[src/rtl/hazard_pkg.sv]
// rtl/hazard_pkg.sv - shared types and constants for the pipeline hazard controller
package hazard_pkg;

    typedef enum logic [1:0] {
        RUN     = 2'd0,
        MD_BUSY = 2'd1,
        MD_DONE = 2'd2
    } state_e;

    localparam int         MD_LAT   = 4;
    localparam logic [1:0] CNT_LOAD = 2'(MD_LAT - 2);

    localparam logic [1:0] FWD_RF  = 2'b00;
    localparam logic [1:0] FWD_WB  = 2'b01;
    localparam logic [1:0] FWD_MEM = 2'b10;

    // x0 is hardwired to zero, so it never creates a dependency
    function automatic logic reg_match(input logic [4:0] rd, input logic [4:0] rs);
        return (rd != 5'd0) && (rd == rs);
    endfunction

endpackage

[src/rtl/forward_sel.sv]
// rtl/forward_sel.sv - operand forwarding select for one execute-stage source
module forward_sel
    import hazard_pkg::*;
(
    input  logic [4:0] rs_i,
    input  logic [4:0] rd_m_i,
    input  logic       reg_write_m_i,
    input  logic [4:0] rd_w_i,
    input  logic       reg_write_w_i,
    output logic [1:0] fwd_o
);

    // The memory stage holds the younger result, so it takes priority
    always_comb begin
        fwd_o = FWD_RF;
        if (reg_write_m_i && reg_match(rd_m_i, rs_i)) begin
            fwd_o = FWD_MEM;
        end else if (reg_write_w_i && reg_match(rd_w_i, rs_i)) begin
            fwd_o = FWD_WB;
        end
    end

endmodule

[src/rtl/hazard_ctrl.sv]
// rtl/hazard_ctrl.sv - forwarding, load-use, branch flush and multi-cycle stall control
module hazard_ctrl
    import hazard_pkg::*;
(
    input  logic       clk,
    input  logic       rst_n,
    input  logic [4:0] Rs1D,
    input  logic [4:0] Rs2D,
    input  logic [4:0] Rs1E,
    input  logic [4:0] Rs2E,
    input  logic [4:0] RdE,
    input  logic       RegWriteE,
    input  logic       LoadE,
    input  logic       MulDivE,
    input  logic       PCSrcE,
    input  logic [4:0] RdM,
    input  logic       RegWriteM,
    input  logic [4:0] RdW,
    input  logic       RegWriteW,
    output logic [1:0] Forward_AE,
    output logic [1:0] Forward_BE,
    output logic       StallF,
    output logic       StallD,
    output logic       StallE,
    output logic       FlushD,
    output logic       FlushE,
    output logic       BubbleM,
    output logic       Busy
);

    state_e     state_q, state_d;
    logic [1:0] cnt_q, cnt_d;

    logic stall_f, stall_d, stall_e, flush_d, flush_e, bubble_m, busy;
    logic load_use;
    logic unused_reg_write_e;

    assign unused_reg_write_e = RegWriteE;

    forward_sel u_fwd_a (
        .rs_i          (Rs1E),
        .rd_m_i        (RdM),
        .reg_write_m_i (RegWriteM),
        .rd_w_i        (RdW),
        .reg_write_w_i (RegWriteW),
        .fwd_o         (Forward_AE)
    );

    forward_sel u_fwd_b (
        .rs_i          (Rs2E),
        .rd_m_i        (RdM),
        .reg_write_m_i (RegWriteM),
        .rd_w_i        (RdW),
        .reg_write_w_i (RegWriteW),
        .fwd_o         (Forward_BE)
    );

    assign load_use = LoadE && (reg_match(RdE, Rs1D) || reg_match(RdE, Rs2D));

    always_ff @(posedge clk or negedge rst_n) begin
        if (!rst_n) begin
            state_q <= RUN;
            cnt_q   <= 2'd0;
        end else begin
            state_q <= state_d;
            cnt_q   <= cnt_d;
        end
    end

    always_comb begin
        state_d  = state_q;
        cnt_d    = cnt_q;
        stall_f  = 1'b0;
        stall_d  = 1'b0;
        stall_e  = 1'b0;
        flush_d  = 1'b0;
        flush_e  = 1'b0;
        bubble_m = 1'b0;
        busy     = 1'b0;

        unique case (state_q)
            RUN: begin
                // Priority: multi-cycle op, then taken branch, then load-use
                if (MulDivE) begin
                    stall_f  = 1'b1;
                    stall_d  = 1'b1;
                    stall_e  = 1'b1;
                    bubble_m = 1'b1;
                    busy     = 1'b1;
                    cnt_d    = CNT_LOAD;
                    state_d  = MD_BUSY;
                end else if (PCSrcE) begin
                    flush_d = 1'b1;
                    flush_e = 1'b1;
                end else if (load_use) begin
                    stall_f = 1'b1;
                    stall_d = 1'b1;
                    flush_e = 1'b1;
                end
            end
            MD_BUSY: begin
                stall_f  = 1'b1;
                stall_d  = 1'b1;
                stall_e  = 1'b1;
                bubble_m = 1'b1;
                busy     = 1'b1;
                cnt_d    = cnt_q - 2'd1;
                if (cnt_q == 2'd1) begin
                    state_d = MD_DONE;
                end
            end
            MD_DONE: begin
                // Result leaves E this cycle; the still-high MulDivE is the same op
                state_d = RUN;
            end
            default: begin
                state_d = RUN;
                cnt_d   = 2'd0;
            end
        endcase
    end

    // Controls are held low for the whole reset window, not just after the edge
    assign StallF  = rst_n & stall_f;
    assign StallD  = rst_n & stall_d;
    assign StallE  = rst_n & stall_e;
    assign FlushD  = rst_n & flush_d;
    assign FlushE  = rst_n & flush_e;
    assign BubbleM = rst_n & bubble_m;
    assign Busy    = rst_n & busy;

endmodule

[config.mk]
export PLATFORM = sky130hd
export DESIGN_NAME = hazard_ctrl
export DESIGN_NICKNAME = d
export VERILOG_FILES = /design/src/rtl/hazard_pkg.sv /design/src/rtl/forward_sel.sv /design/src/rtl/hazard_ctrl.sv
export SDC_FILE = /design/constraint.sdc
export NUM_CORES = 1
export LEC_CHECK = 0
export ABC_AREA = 1
export BUFFER_PORTS_ARGS = -buffer_cell sky130_fd_sc_hd__buf_2
export CAP_MARGIN = 10
export CORE_UTILIZATION = 40
export CTS_CLUSTER_DIAMETER = 60
export CTS_CLUSTER_SIZE = 25
export DETAILED_ROUTE_END_ITERATION = 16
export GPL_ROUTABILITY_DRIVEN = 0
export MAX_ROUTING_LAYER = met4
export PLACE_DENSITY = 0.79
export SYNTH_ARGS = -nofsm -noshare
export SYNTH_HDL_FRONTEND = slang
export SYNTH_SLANG_ARGS = --single-unit
export TNS_END_PERCENT = 10
[constraint.sdc]
create_clock -name clk -period 1.2 [get_ports clk]
set_input_delay 0.18 -clock clk [delete_from_list [all_inputs] [get_ports clk]]
set_output_delay 0.18 -clock clk [all_outputs]
set_load 0.05 [all_outputs]
==> flow_metrics.tcl, run 1 <==
set metrics [dict create \
    run_status "finished with violations" \
    violations "negative setup slack" \
    worst_slew_pin_slew_ps 217 \
    cp_num_buf_inv 2 \
    crit_required_ps 1020 \
    die_h_um 45.3 \
    slew_headroom_pct 85.5 \
    grt_usage_pct 23.3 \
    fin_cells 225 \
    num_io_pins 54 \
    setup_violations 11 \
    cts_buffer_depth 2 \
    cp_cell_sequence "nand2_4, nand2_4, nand2_4, clkinvlp_4, buf_8" \
    arrival_ps 1230 \
    yosys.area.top_type "nand2_1" \
    cts_root_buffer "clkbuf_4" \
    clock_skew_ps 6.56 \
    cp_top_family "flip-flops" \
    overflow 0 \
    dr.pass1.iters 4 \
    placed_cells 221 \
    cpMostUsedCell "nand2_4" \
    max_stage_delay_ps 420 \
    rows 15 \
    criticalPathCategory "flip-flop to primary output" \
    min_path_type "input port to flip-flop" \
    drc 0 \
    ys_types 22 \
    h-tree-depth 1 \
    powerDensity_nw_per_um2 1090 \
    end_kind "primary output" \
    fin_crit_sh_pct 118 \
    num_antenna_cells 0 \
    final_nets 246 \
    timing.final.ws_setup_ps -210 \
    start_kind "flip-flop" \
    cts_buffers 3 \
    fillCellCount 147 \
    yosysWarnings 0 \
    power.total_mw 1.42 \
    netlist_area_um2 749 \
    hold_path_depth 4 \
    grt_pass1_vias 911 \
    synth_seq_cells 4 \
    initial_core_util_pct 42.9 \
    synth_cells 138 \
    fmax_mhz 709 \
    worst-r2r-cell-count 3 \
    design.die.area_um2 2050 \
    syn_nets 182 \
    critPathSlowestCell "dfrtp_1" \
    hold_viol 0 \
    maxCapViolCount 0 \
    slew_violations 0 \
    vias 1064 \
    clkSinkCount 4 \
    period_needed_ps 1410 \
    wl_mm 2.24 \
    drive_gt1_share_pct 44.5 \
    grt_pass1_wl_mm 3.44 \
    design.core.area_um2 1750 \
    p_leak_nw 0.724 \
    cts_tree "yes" \
    grt_max_degree 5 \
    cp_max_fo 3 \
    worst-path-stages 5 \
    clk_pin_slew_ps 40 \
    postRouteAntennaNets 0 \
    worst_skew_pair.late_latency_ps 240 \
    dp_hpwl_mm 1.86 \
    synth_seq_area_share_pct 13.4 \
    syn_to_final_growth_pct 74.1 \
    grt_setup_unrepaired "true" \
    drt_iter0_drc 12 \
    die_w_um 45.3 \
    peakVddDrop_mv 0.716 \
    syn-mean-instance-area_um2 5.43 \
    wl_per_cell_um 9.93 \
    post_cts_buffers 0 \
    synth_top_area_share_pct 20.5 \
    routed_via_density 4.73 \
    portBuffers 52 \
    netlist_top_cells_area "nand2_1, dfrtp_1, inv_1" \
    antenna_found_initial 0 \
]
[what timing repair did]
item | 4_1_cts | 5_1_grt
hold endpoints to repair | 4 | 0
hold buffers | 1 | 0
resized for setup | 23 | 11
pin swaps | 1 | 4
cloned | 0 | 0
setup endpoints to repair | 11 | 11
[registers in the layout (all words and copies together), names as in the netlist]
register  cells
cnt_q         2
state_q       2
[cells in the mapped netlist]
master,n
nand2_1,41
inv_1,25
nor2_1,13
nand3_1,11
xnor2_1,7
o21ai_0,6
nor3_1,5
dfrtp_1,4
buf_4,3
inv_2,3
nand4_1,3
o22ai_1,3
xor2_1,3
a21oi_1,2
or2_2,2
a21oi_2,1
a22o_1,1
ha_1,1
nand2_2,1
nand3b_1,1
o2111ai_1,1
o21ai_2,1
[worst paths after layout]
kind,start,to,slack [ps]
worst min register to register,cnt_q[0],cnt_q[0],510
worst min-delay path,MulDivE,state_q[0],370
max in group asynchronous,rst_n,state_q[0],650
worst max register to register,cnt_q[0],cnt_q[1],200
min in group asynchronous,rst_n,cnt_q[1],440
worst max-delay path,state_q[0],BubbleM,-210
[metal layers]
layer	share of wire [%]	vias to the layer above	GRT usage (%)
li1	-	556	-
met1	41	471	25.5
met2	54	37	43.2
met3	4.8	0	5.20
met4	0	0	3.64
met5	0	-	-
[layout by cell type (no fill, tap or decap), types with 3 or more instances in the layout]
cell type | netlist | layout
inv_2 | 3 | 4
nand2_1 | 41 | 35
clkbuf_4 | 0 | 3
xor2_1 | 3 | 3
nor2_1 | 13 | 8
nand4_1 | 3 | 3
nand2_4 | 0 | 4
nor3_1 | 5 | 4
buf_6 | 0 | 7
buf_4 | 3 | 10
nand3_1 | 11 | 11
o22ai_1 | 3 | 3
buf_2 | 0 | 40
dfrtp_1 | 4 | 4
buf_8 | 0 | 4
inv_1 | 25 | 21
xnor2_1 | 7 | 7
o21ai_0 | 6 | 6
nor2_4 | 0 | 3
nand2_2 | 1 | 3
[worst reg2reg max path, cell delays in order (launching register included)]
cell	delay (ps)
dfrtp_1	390
ha_1	290
o21ai_0	140
nand2_1	60
[cells by family (layout without fill, tap and decap cells)]
group / after synthesis / after routing / share of synthesized area [%]
and+or+nand+nor: 77 / 77 / 43.7
buffers and inverters: 31 / 93 / 17.0
AOI/OAI and AO/OA: 15 / 15 / 12.5
xor gates and xnor gates: 10 / 10 / 11.7
DFF: 4 / 4 / 13.4
adders and majority gates: 1 / 1 / 1.67
[final cells by class]
type / count / area (um^2) / area share [%]
inverters: 28 / 124 / 9.49
multi-input cells: 103 / 603 / 46.2
clock buffers: 3 / 22.5 / 1.73
well taps: 25 / 31.3 / 2.40
flip-flops and latches: 4 / 100 / 7.67
repair buffers: 62 / 424 / 32.5
[per-stage QoR]
stage / instance area [um^2] / TNS (ps) / hold slack [ps] / setup slack, ps / util (%)
2_1_floorplan: 842 / -629 / -116 / -152 / -
3_3_place_gp: 1160 / -919 / 141 / -172 / 66.5
3_5_place_dp: 1160 / -1240 / 150 / -206 / 66.5
4_1_cts: 1260 / -1340 / 357 / -180 / 72.3
5_1_grt: 1310 / -2180 / 397 / -259 / 74.8
6_report: 1310 / -1500 / 370 / -210 / 74.8
[report_power, final]
part,leakage (nW),switching (mW),internal (mW)
clock network,0.0138,0.0592,0.112
registers,0.0485,0.0520,0.199
logic,0.662,0.570,0.428
Note: power is estimated with default switching activity, not from simulation.
==> inputs of run 2 (changes only) <==
--- a/config.mk
+++ b/config.mk
@@ -14,7 +14,8 @@
 export DETAILED_ROUTE_END_ITERATION = 16
 export GPL_ROUTABILITY_DRIVEN = 0
 export MAX_ROUTING_LAYER = met4
-export PLACE_DENSITY = 0.79
+export PLACE_DENSITY_LB_ADDON = 0.08
+export REMOVE_ABC_BUFFERS = 1
 export SYNTH_ARGS = -nofsm -noshare
 export SYNTH_HDL_FRONTEND = slang
 export SYNTH_SLANG_ARGS = --single-unit
==> constraint.sdc (replaced) <==
create_clock -name clk -period 1.51 [get_ports clk]
set_input_delay 0.2265 -clock clk [delete_from_list [all_inputs] [get_ports clk]]
set_output_delay 0.2265 -clock clk [all_outputs]
set_load 0.05 [all_outputs]
==> flow_metrics.tcl, run 2 (same netlist as run 1, synthesis figures left out) <==
set metrics [dict create \
    run_status "finished, final reports clean" \
    p_switching_mw 0.477 \
    slew_violations 0 \
    h-tree-depth 1 \
    cts_tree "yes" \
    grt_usage_pct 19.5 \
    drc 0 \
    arrival_ps 1220 \
    clock_skew_ps 7.01 \
    cts_buffer_depth 2 \
    antenna_found_initial 0 \
    max_stage_delay_ps 370 \
    routed_via_density 4.51 \
    cp_cell_sequence "inv_2, nand2_2, nand2_1, nand2_2, inv_2, buf_6" \
    start_kind "flip-flop" \
    cts_root_buffer "clkbuf_4" \
    portBuffers 52 \
    post_cts_buffers 0 \
    p_seq_share_pct 20.4 \
    postRouteAntennaNets 0 \
    fin_setup_tns_ps 0 \
    dp_hpwl_mm 1.57 \
    hold_viol 0 \
    switching_share_pct 49.7 \
    die_h_um 45.3 \
    worst_skew_pair.late_latency_ps 240 \
    cts_buffers 3 \
    crit_required_ps 1280 \
    cp_max_fo 4 \
    grt_setup_unrepaired "true" \
    clkPwrFrac_pct 14.6 \
    grt_max_degree 5 \
    worst_slew_pin_slew_ps 247 \
    die_w_um 45.3 \
    grt_pass1_wl_mm 2.95 \
    end_kind "primary output" \
    clkSinkCount 4 \
    design.core.area_um2 1750 \
    wl_per_cell_um 8.93 \
    final_nets 237 \
    num_antenna_cells 0 \
    min_path_type "input port to flip-flop" \
    drt_iter0_drc 8 \
    num_io_pins 54 \
    peakVddDrop_mv 0.620 \
    grt_pass1_vias 822 \
    design.die.area_um2 2050 \
    fmax_mhz 693 \
    place_area_um2 1020 \
    clk_pin_slew_ps 40 \
    criticalPathCategory "flip-flop to primary output" \
    largest_registers "cnt_q (2), state_q (2)" \
    syn_to_final_growth_pct 48.4 \
    powerDensity_nw_per_um2 863 \
    period_needed_ps 1440 \
    combPwrFrac_pct 64.9 \
    initial_core_util_pct 42.9 \
    dr.pass1.iters 4 \
    overflow 0 \
    drive_gt1_share_pct 36.1 \
    layout_common_cells "buf_2, nand2_1, inv_1" \
    finalInstanceArea_um2 1110 \
    critPathSlowestCell "dfrtp_1" \
    rows 15 \
    final_common_cell "buf_2" \
    p_leak_nw 0.663 \
    fin_crit_sh_pct 95.6 \
    setup_violations 0 \
    slew_headroom_pct 83.6 \
    maxCapViolCount 0 \
    vias 975 \
    wl_mm 1.93 \
    cellInternalPower_mw 0.484 \
]
run 2: layout make-up:
| cell class | instances | area [um^2] |
|---|---|---|
| Sequential cell | 4 | 100 |
| Multi-Input combinational cell | 103 | 542 |
| Fill cell | 186 | 633 |
| Timing Repair Buffer | 53 | 312 |
| Inverter | 28 | 105 |
| Clock buffer | 3 | 22.5 |
| Tap cell | 25 | 31.3 |
run 2: path summary, 6_finish.rpt:
check | slack, ps | to | startpoint | cells past startpoint
max | 70 | StallE | state_q[1] | 6
min | 310 | state_q[0] | MulDivE | 3
max reg2reg | 490 | cnt_q[1] | cnt_q[0] | 3
min reg2reg | 500 | cnt_q[0] | cnt_q[0] | 1
max in group asynchronous | 920 | state_q[1] | rst_n | 2
min in group asynchronous | 410 | cnt_q[0] | rst_n | 2
run 2: stage by stage:
stage               utilization, %  hold slack [ps]  setup WS [ps]  total power [mW]  std cells
CTS                           60.5              341          -53.7             0.885        216
finish                        63.7              312           66.4             0.960        216
global route                  63.7              338           1.22              1.04        216
detailed placement            58.4             53.4           72.9             0.732        212
floorplan                        -            -69.1           -404             0.571        135
global placement              58.4             54.1           92.0             0.718        212
run 2: power by group through the flow:
stage | clock network [mW] | registers, mW | logic, mW
CTS | 0.141 | 0.190 | 0.554
detailed placement | 0 | 0.194 | 0.539
global route | 0.143 | 0.202 | 0.694
finish | 0.140 | 0.196 | 0.624
floorplan | 0 | 0.184 | 0.387
global placement | 0 | 0.190 | 0.528
run 2: routing by layer:
metal	track usage, %	vias up	share of wire [%]
met2	32.2	29	49
met3	2.80	2	4.1
met5	-	-	0
li1	-	536	-
met4	3.64	0	0.67
met1	25.2	408	46
run 2: repair_timing:
item,in CTS,in global routing
hold endpoints to repair,4,0
setup endpoints to repair,5,9
gates resized for setup,2,25
hold buffers,1,0
run 2: worst max-delay path: cells and delay by family (launching register included):
family | cells | cell delay (ps)
flip-flops | 1 | 370
AND/OR/NAND/NOR | 3 | 260
buffers and inverters | 3 | 350
